### src/rtl/triangle_emitter.sv
// Producer side of the triangle FIFO: fetches index triples, gathers each vertex's
// attribute words and queues them through a two-entry skid buffer into the FIFO.
module triangle_emitter #(
    parameter int DATA_WIDTH     = 32,
    parameter int ADDR_WIDTH     = 4,
    parameter int INDEX_WIDTH    = 8,
    parameter int IDX_ADDR_WIDTH = 10
) (
    input  logic                              clk,
    input  logic                              reset,
    input  logic                              start,
    input  logic [IDX_ADDR_WIDTH-1:0]         triCount,
    input  logic [ADDR_WIDTH-1:0]             vertexSize,
    output logic                              busy,
    output logic                              done,
    output logic                              idx_rd_en,
    output logic [IDX_ADDR_WIDTH-1:0]         idx_rd_addr,
    input  logic [INDEX_WIDTH-1:0]            idx_rd_data,
    output logic                              vert_rd_en,
    output logic [INDEX_WIDTH+ADDR_WIDTH-1:0] vert_rd_addr,
    input  logic [DATA_WIDTH-1:0]             vert_rd_data,
    output logic [DATA_WIDTH-1:0]             tri_fifo_wr_data,
    output logic                              tri_fifo_wr_en,
    input  logic                              tri_fifo_full,
    output logic [IDX_ADDR_WIDTH-1:0]         tris_emitted
);

    typedef enum logic [1:0] {IDLE, FETCH_IDX, EMIT, DRAIN} state_t;

    state_t                      state;
    logic [IDX_ADDR_WIDTH-1:0]   tri_count_reg;
    logic [IDX_ADDR_WIDTH-1:0]   idx_ptr;
    logic [IDX_ADDR_WIDTH-1:0]   tri_cnt;
    logic [IDX_ADDR_WIDTH-1:0]   next_tri;
    logic [ADDR_WIDTH-1:0]       vsize_reg;
    logic [ADDR_WIDTH-1:0]       word_cnt;
    logic [1:0]                  fetch_cnt;
    logic [1:0]                  vert_cnt;
    logic [INDEX_WIDTH-1:0]      idx0, idx1, idx2;
    logic [INDEX_WIDTH-1:0]      cur_idx;
    logic                        rd_vld_p1;
    logic [1:0]                  skid_count;
    logic [1:0]                  occupancy;
    logic [DATA_WIDTH-1:0]       skid_head, skid_tail;
    logic                        pop;
    logic                        can_issue;

    // Occupancy the skid buffer will have after this cycle's pop and returning word;
    // a new read is only safe if that leaves room for the word it brings back.
    assign pop       = (skid_count != 2'd0) && !tri_fifo_full;
    assign occupancy = skid_count - {1'b0, pop} + {1'b0, rd_vld_p1};
    assign can_issue = (state == EMIT) && (occupancy < 2'd2);
    assign next_tri  = tri_cnt + 1'b1;

    always_comb begin
        case (vert_cnt)
            2'd0:    cur_idx = idx0;
            2'd1:    cur_idx = idx1;
            default: cur_idx = idx2;
        endcase
    end

    assign busy             = (state != IDLE);
    assign done             = (state == DRAIN) && !rd_vld_p1 && (skid_count == 2'd0);
    assign idx_rd_en        = (state == FETCH_IDX) && (fetch_cnt != 2'd3);
    assign idx_rd_addr      = idx_rd_en ? idx_ptr : '0;
    assign vert_rd_en       = can_issue;
    assign vert_rd_addr     = can_issue ? {cur_idx, word_cnt} : '0;
    assign tri_fifo_wr_en   = pop;
    assign tri_fifo_wr_data = pop ? skid_head : '0;
    assign tris_emitted     = tri_cnt;

    always_ff @(posedge clk) begin
        if (reset) begin
            state         <= IDLE;
            tri_count_reg <= '0;
            vsize_reg     <= '0;
            idx_ptr       <= '0;
            tri_cnt       <= '0;
            word_cnt      <= '0;
            fetch_cnt     <= 2'd0;
            vert_cnt      <= 2'd0;
            rd_vld_p1     <= 1'b0;
            skid_count    <= 2'd0;
        end else begin
            rd_vld_p1  <= can_issue;
            skid_count <= occupancy;
            case (state)
                IDLE: begin
                    if (start) begin
                        tri_count_reg <= triCount;
                        vsize_reg     <= vertexSize;
                        idx_ptr       <= '0;
                        tri_cnt       <= '0;
                        word_cnt      <= '0;
                        fetch_cnt     <= 2'd0;
                        vert_cnt      <= 2'd0;
                        state         <= (triCount == '0) ? DRAIN : FETCH_IDX;
                    end
                end
                FETCH_IDX: begin
                    if (fetch_cnt == 2'd3) begin
                        fetch_cnt <= 2'd0;
                        state     <= EMIT;
                    end else begin
                        fetch_cnt <= fetch_cnt + 2'd1;
                        idx_ptr   <= idx_ptr + 1'b1;
                    end
                end
                EMIT: begin
                    if (can_issue) begin
                        if (word_cnt == vsize_reg) begin
                            word_cnt <= '0;
                            if (vert_cnt == 2'd2) begin
                                vert_cnt <= 2'd0;
                                tri_cnt  <= next_tri;
                                state    <= (next_tri < tri_count_reg) ? FETCH_IDX : DRAIN;
                            end else begin
                                vert_cnt <= vert_cnt + 2'd1;
                            end
                        end else begin
                            word_cnt <= word_cnt + 1'b1;
                        end
                    end
                end
                default: begin
                    if (done) state <= IDLE;
                end
            endcase
        end
    end

    // Index data returns one cycle after each read; fetch_cnt 1..3 line up with i0..i2.
    always_ff @(posedge clk) begin
        if (state == FETCH_IDX) begin
            case (fetch_cnt)
                2'd1:    idx0 <= idx_rd_data;
                2'd2:    idx1 <= idx_rd_data;
                2'd3:    idx2 <= idx_rd_data;
                default: ;
            endcase
        end
    end

    // Skid buffer storage; a word arriving while full is only possible alongside a pop.
    always_ff @(posedge clk) begin
        if (rd_vld_p1) begin
            case (skid_count)
                2'd0: skid_head <= vert_rd_data;
                2'd1: begin
                    if (pop) skid_head <= vert_rd_data;
                    else     skid_tail <= vert_rd_data;
                end
                default: begin
                    skid_head <= skid_tail;
                    skid_tail <= vert_rd_data;
                end
            endcase
        end else if (pop) begin
            skid_head <= skid_tail;
        end
    end

endmodule

### config.mk
export PLATFORM = sky130hd
export DESIGN_NAME = triangle_emitter
export DESIGN_NICKNAME = d
export VERILOG_FILES = /design/src/rtl/triangle_emitter.sv
export SDC_FILE = /design/constraint.sdc
export NUM_CORES = 1
export LEC_CHECK = 0
export CELL_PAD_IN_SITES_DETAIL_PLACEMENT = 1
export CELL_PAD_IN_SITES_GLOBAL_PLACEMENT = 1
export CORE_UTILIZATION = 40
export CTS_CLUSTER_SIZE = 40
export DETAILED_ROUTE_END_ITERATION = 10
export GPL_ROUTABILITY_DRIVEN = 0
export PLACE_DENSITY = 0.76
export RECOVER_POWER = 100
export SYNTH_ARGS = -nofsm -noshare
export SYNTH_HDL_FRONTEND = slang
export SYNTH_SLANG_ARGS = --single-unit
### constraint.sdc
create_clock -name clk -period 2.8 [get_ports clk]
set_input_delay 0.28 -clock clk [delete_from_list [all_inputs] [get_ports clk]]
set_output_delay 0.28 -clock clk [all_outputs]
set_load 0.02 [all_outputs]
# ---- Yosys cells after proc, flatten, opt, wreduce, memory -nomap -nowiden
# Cells that the tools add are included.
dict set report op_classes {
  addsub 7
  order_cmp 2
  n_eq_ne 19
  mux 37
  bitwise 1
  n_reduce_logical 29
}
# cell n
set ops {}
lappend ops {{$mux W32} 5}
lappend ops {{$pmux W32 S2} 2}
lappend ops {{$mux W10} 6}
lappend ops {{$pmux W10 S2} 2}
lappend ops {{$mux W2} 13}
lappend ops {{$add A10 B1 Y10 const B} 2}
lappend ops {{$pmux W8 S2} 1}
lappend ops {{$mux W12} 1}
lappend ops {{$mux W4} 3}
lappend ops {{$ne A2 B2 Y1 const B} 6}
lappend ops {{$reduce_and A2 Y1} 6}
lappend ops {{$eq A2 B2 Y1 const B} 5}
lappend ops {{$logic_not A10 Y1} 1}
lappend ops {{$lt A10 B10 Y1} 1}
lappend ops {{$reduce_bool A2 Y1} 5}
lappend ops {{$reduce_and A3 Y1} 3}
lappend ops {{$eq A2 B1 Y1 const B} 4}
lappend ops {{$pmux W2 S2} 2}
lappend ops {{$pmux W4 S2} 1}
lappend ops {{$logic_not A2 Y1} 3}
lappend ops {{$ne A2 B1 Y1 const B} 3}
lappend ops {{$pmux W2 S3} 1}
lappend ops {{$reduce_and A6 Y1} 1}
lappend ops {{$logic_and A1 B1 Y1} 5}
lappend ops {{11 further kinds} 13}
dict set report word_totals {
  register_bits 135
  in_bits 58
  out_inout_bits 69
  elab_cells 110
}

# ---- Logic depth before layout (Yosys ltp)
dict set report depth {
  word_depth 8
  depth_mapped 12
  ltp_nobuf 11
}

# ---- Worst setup path after synthesis
# Ideal clock, no wire load.
dict set report synth_timing {
  kind {flip-flop to output port}
  start {register skid_count[1]}
  end {output vert_rd_addr[0]}
  t_arrival_ps 2732
  t_required_ps 2520
  path_slack_ps -212
  path_stages_with_launch 12
  path_buffers 2
  path_cell_list {dfxtp_1 > nor2_1 > nor2_1 > clkbuf_1 > ha_1 > inv_1 > ha_1 > xor3_1 > or2_2 > buf_2 > inv_1 > and2_1}
}
dict set report synth_between {
  elab_chain_len 7
}
# element line
set synth_rtl {}
lappend synth_rtl {{start, declared} 42} ;# logic [1:0] skid_count;
lappend synth_rtl {{start signal, assigned} 87} ;# skid_count <= occupancy;
lappend synth_rtl {{$reduce_bool A2 Y1} 50} ;# assign pop = (skid_count != 2'd0) && !tri_fifo_full;
lappend synth_rtl {{$logic_and A1 B1 Y1} 50}
lappend synth_rtl {{net tri_fifo_wr_en} 23} ;# output logic tri_fifo_wr_en,
lappend synth_rtl {{$sub A2 B1 Y2} 51} ;# assign occupancy = skid_count - {1'b0, pop} + {1'b0, rd_vld_p1};
lappend synth_rtl {{$add A2 B1 Y2} 51}
lappend synth_rtl {{$lt A2 B2 Y1} 52} ;# assign can_issue = (state == EMIT) && (occupancy < 2'd2);
lappend synth_rtl {{$logic_and A1 B1 Y1} 52}
lappend synth_rtl {{net vert_rd_en} 19} ;# output logic vert_rd_en,
lappend synth_rtl {{$mux W12} 68} ;# assign vert_rd_addr = can_issue ? {cur_idx, word_cnt} : '0;
lappend synth_rtl {{end, declared} 20} ;# output logic [INDEX_WIDTH+ADDR_WIDTH-1:0] vert_rd_addr,
# The timed path passes the listed nets, and every way through them passes these cells.

# ---- Final worst setup path
dict set report layout_timing {
  start {register skid_count[1]}
  end {output vert_rd_addr[5]}
}
dict set report layout_between {
  elab_chain_len 7
}
# element line
set layout_rtl {}
lappend layout_rtl {{$reduce_bool A2 Y1} 50}
lappend layout_rtl {{$logic_and A1 B1 Y1} 50}
lappend layout_rtl {{$sub A2 B1 Y2 *} 51}
lappend layout_rtl {{$add A2 B1 Y2 *} 51}
lappend layout_rtl {{$lt A2 B2 Y1 *} 52}
lappend layout_rtl {{$logic_and A1 B1 Y1 *} 52}
lappend layout_rtl {{$mux W12 *} 68}
# Every way passes the cells marked *; elsewhere a longest branch is shown, timed or not.

==> results.cfg <==
[outcome]
status = complete, but fails checks
violations = DRC

[final_layout]
nets = 738
area.growth.synth_to_final_pct = 34.5
top_regs = skid_head: 32 flops, skid_tail: 32 flops
final_core_util_pct = 55.9
antennaDiodeCount = 0
drive_above_1_share_pct = 15.7

[synthesis]
yosys-top-cells-count = 88 x edfxtp_1, 50 x and2_1, 47 x dfxtp_1
yosysSeqAreaShare_pct = 58.7
yosysWarnings = 0
synth.top_cell.area_share_pct = 43.3
synth_most_common_cell = edfxtp_1
synth-async-reset-ratio_pct = 0
synth_area_leaders = edfxtp_1 43%, dfxtp_1 15%, mux2_2 5.9%
synthesis.area_um2 = 6100
synth_nets = 598
ys_ff_latch = 135
synth_edf_count = 88
syn_area_per_cell_um2 = 11.7
synth_largest_area_cell = edfxtp_1
synth-main-ff-cell = edfxtp_1
synthCells = 523
ys_types = 45

[sta]
holdWs_ns = 0.427
hold_violations = 0
timing.fmax_ghz = 0.377
rsz0062_at_grt = no
final.period_utilization_pct = 94.8
layout_min_cycle_time_ns = 2.65
slew-limit-headroom_pct = 42.7
finalSetupViolCount = 0
worst_pin_slew_ns = 0.859
final_max_slew_viol_count = 0
finClkSkew_ns = 0.0110

[floorplanning]
die-width_um = 126
die_area_um2 = 15800
die_y_um = 126
initial_core_util_pct = 41.5
ios = 127
core_um2 = 14700
std_cell_rows = 44

[global_route]
grt_start_max_net_pins = 34
grt_pass1_wl_um = 24800
first_global_vias = 4755
grt_overflow_total = 0
track_usage_pct = 20.5
antenna_found_initial = 0

[drt]
vias = 4413
first_iter_violations = 276
route.detailed.drc = 13
routed_via_density = 5.13
wl_um = 15100
first_pass_iters = 10
antenna_left = 0
wl_per_cell_um = 17.6

[power]
ir_drop_uv = 470
power_leakage_nw = 3.20
power.density_nw_per_um2 = 636

[setup_path]
arrival_ns = 2.37
startpoint_type = register
crit_type = reg2out
cp-end-kind = output pin
required_ns = 2.52
cp_max_fo = 4

[cts]
htree_levels = 4
cts_hold_buffers = 0
cts_buffer_depth = 2
clk_latency_ns = 0.42
cts_tree = built
clock_sinks = 135
cts-root-buf = clkbuf_16
cts_inserted_buffers = 17
clk_pin_slew_ns = 0.06

[placement]
port_buffers = 126
dpl.hpwl_um = 10500

[min_path]
hp-class = in2reg

[flow_run]
cap_violations = 0
[kinds of logic (layout without fill, tap and decap cells)]
| kind of cell | Yosys count | count (layout) | synth area share (%) |
|---|---|---|---|
| flip-flops | 135 | 135 | 58.7 |
| XOR/XNOR | 24 | 24 | 3.69 |
| AND/OR/NAND/NOR | 188 | 188 | 16.4 |
| multiplexers | 42 | 42 | 7.54 |
| adder cells (fa/ha/maj) | 17 | 17 | 3.48 |
| buffers and inverters | 45 | 198 | 2.95 |
| AO/OA/AOI/OAI | 72 | 72 | 7.19 |
[critical path: stages, from the launching register on]
cell and delay (ns):
dfxtp_1 0.32, nor2_2 0.13, nor2_2 0.05, ha_1 0.28, inv_1 0.06, ha_1 0.14, xor3_1 0.24, or2_4 0.28
buf_4 0.15, nor2_1 0.12, clkbuf_2 0.19
[routing by layer]
| metal | GRT usage (%) | part of all wire, % | up-vias |
|---|---|---|---|
| met1 | 23.6 | 42 | 2181 |
| met5 | 0 | 0 | - |
| li1 | - | - | 2117 |
| met2 | 37.0 | 53 | 103 |
| met4 | 6.24 | 0.87 | 0 |
| met3 | 5.56 | 4.3 | 12 |
[per-stage QoR]
stage / std cells / total power, mW / setup WS (ns) / instance area, µm² / setup TNS, ns
finish: 860 / 5.22 / 0.146 / 8210 / 0
CTS: 860 / 5.32 / 0.0366 / 8280 / 0
detailed placement: 828 / 2.94 / -0.282 / 7670 / -3.29
floorplan: 523 / 2.60 / 0.0197 / 6110 / 0
global placement: 828 / 2.91 / -0.213 / 7670 / -2.55
global route: 860 / 5.39 / 0.00656 / 8210 / 0
[final timing paths]
kind	startpoint	endpoint	slack, ns	depth (start not counted)
min	vertexSize[1]	vsize_reg[1]$_SDFFE_PP0P_	0.43	3
max	skid_count[1]$_SDFF_PP0_	vert_rd_addr[5]	0.15	10
min reg2reg	tri_count_reg[7]$_SDFFE_PP0P_	tri_count_reg[7]$_SDFFE_PP0P_	0.46	2
max reg2reg	tris_emitted[4]$_SDFFE_PP0P_	state[1]$_SDFFE_PP0P_	0.32	11
[area by class of cell]
| class | count | area [µm²] |
|---|---|---|
| multi-input cells | 343 | 2370 |
| fillers | 1549 | 6490 |
| clock buffers | 19 | 433 |
| inverters | 19 | 71.3 |
| well taps | 184 | 230 |
| repair buffers | 147 | 1340 |
| flip-flops and latches | 135 | 3580 |
| clock inverters | 13 | 184 |
[cells in the final DEF, fill, tap and decap left out, drive strengths merged, types with 3 or more instances in the layout]
cell type      instances
or2                    3
nand3                 12
nor4                   3
clkinv                 7
xor2                  14
xnor2                  9
nand4                  5
nor2                  40
bufinv                 5
edfxtp                88
nor2b                 13
o31ai                  3
buf                   14
nand2                 42
and2                  50
a21oi                 32
a31oi                  3
and3                   8
ha                    17
mux2i                 10
dfxtp                 47
inv                   19
o21ai                 20
nor3b                  3
nand2b                 5
clkdlybuf4s50         22
dlygate4sd3           91
mux2                  32
a211oi                 3
clkbuf                37
[report_power, final]
part	switching (mW)	total, mW	internal, mW	leakage, nW
Combinational	0.346	0.604	0.257	1.73
Sequential	0.0342	2.25	2.22	1.18
Clock	0.812	2.37	1.56	0.294
Total	1.19	5.22	4.03	3.20
[repair_timing]
item,in CTS,in global routing
resized for setup,44,8
endpoints found under the setup margin,13,7
setup buffers,0,0
Power figures use the tool's default switching activity.
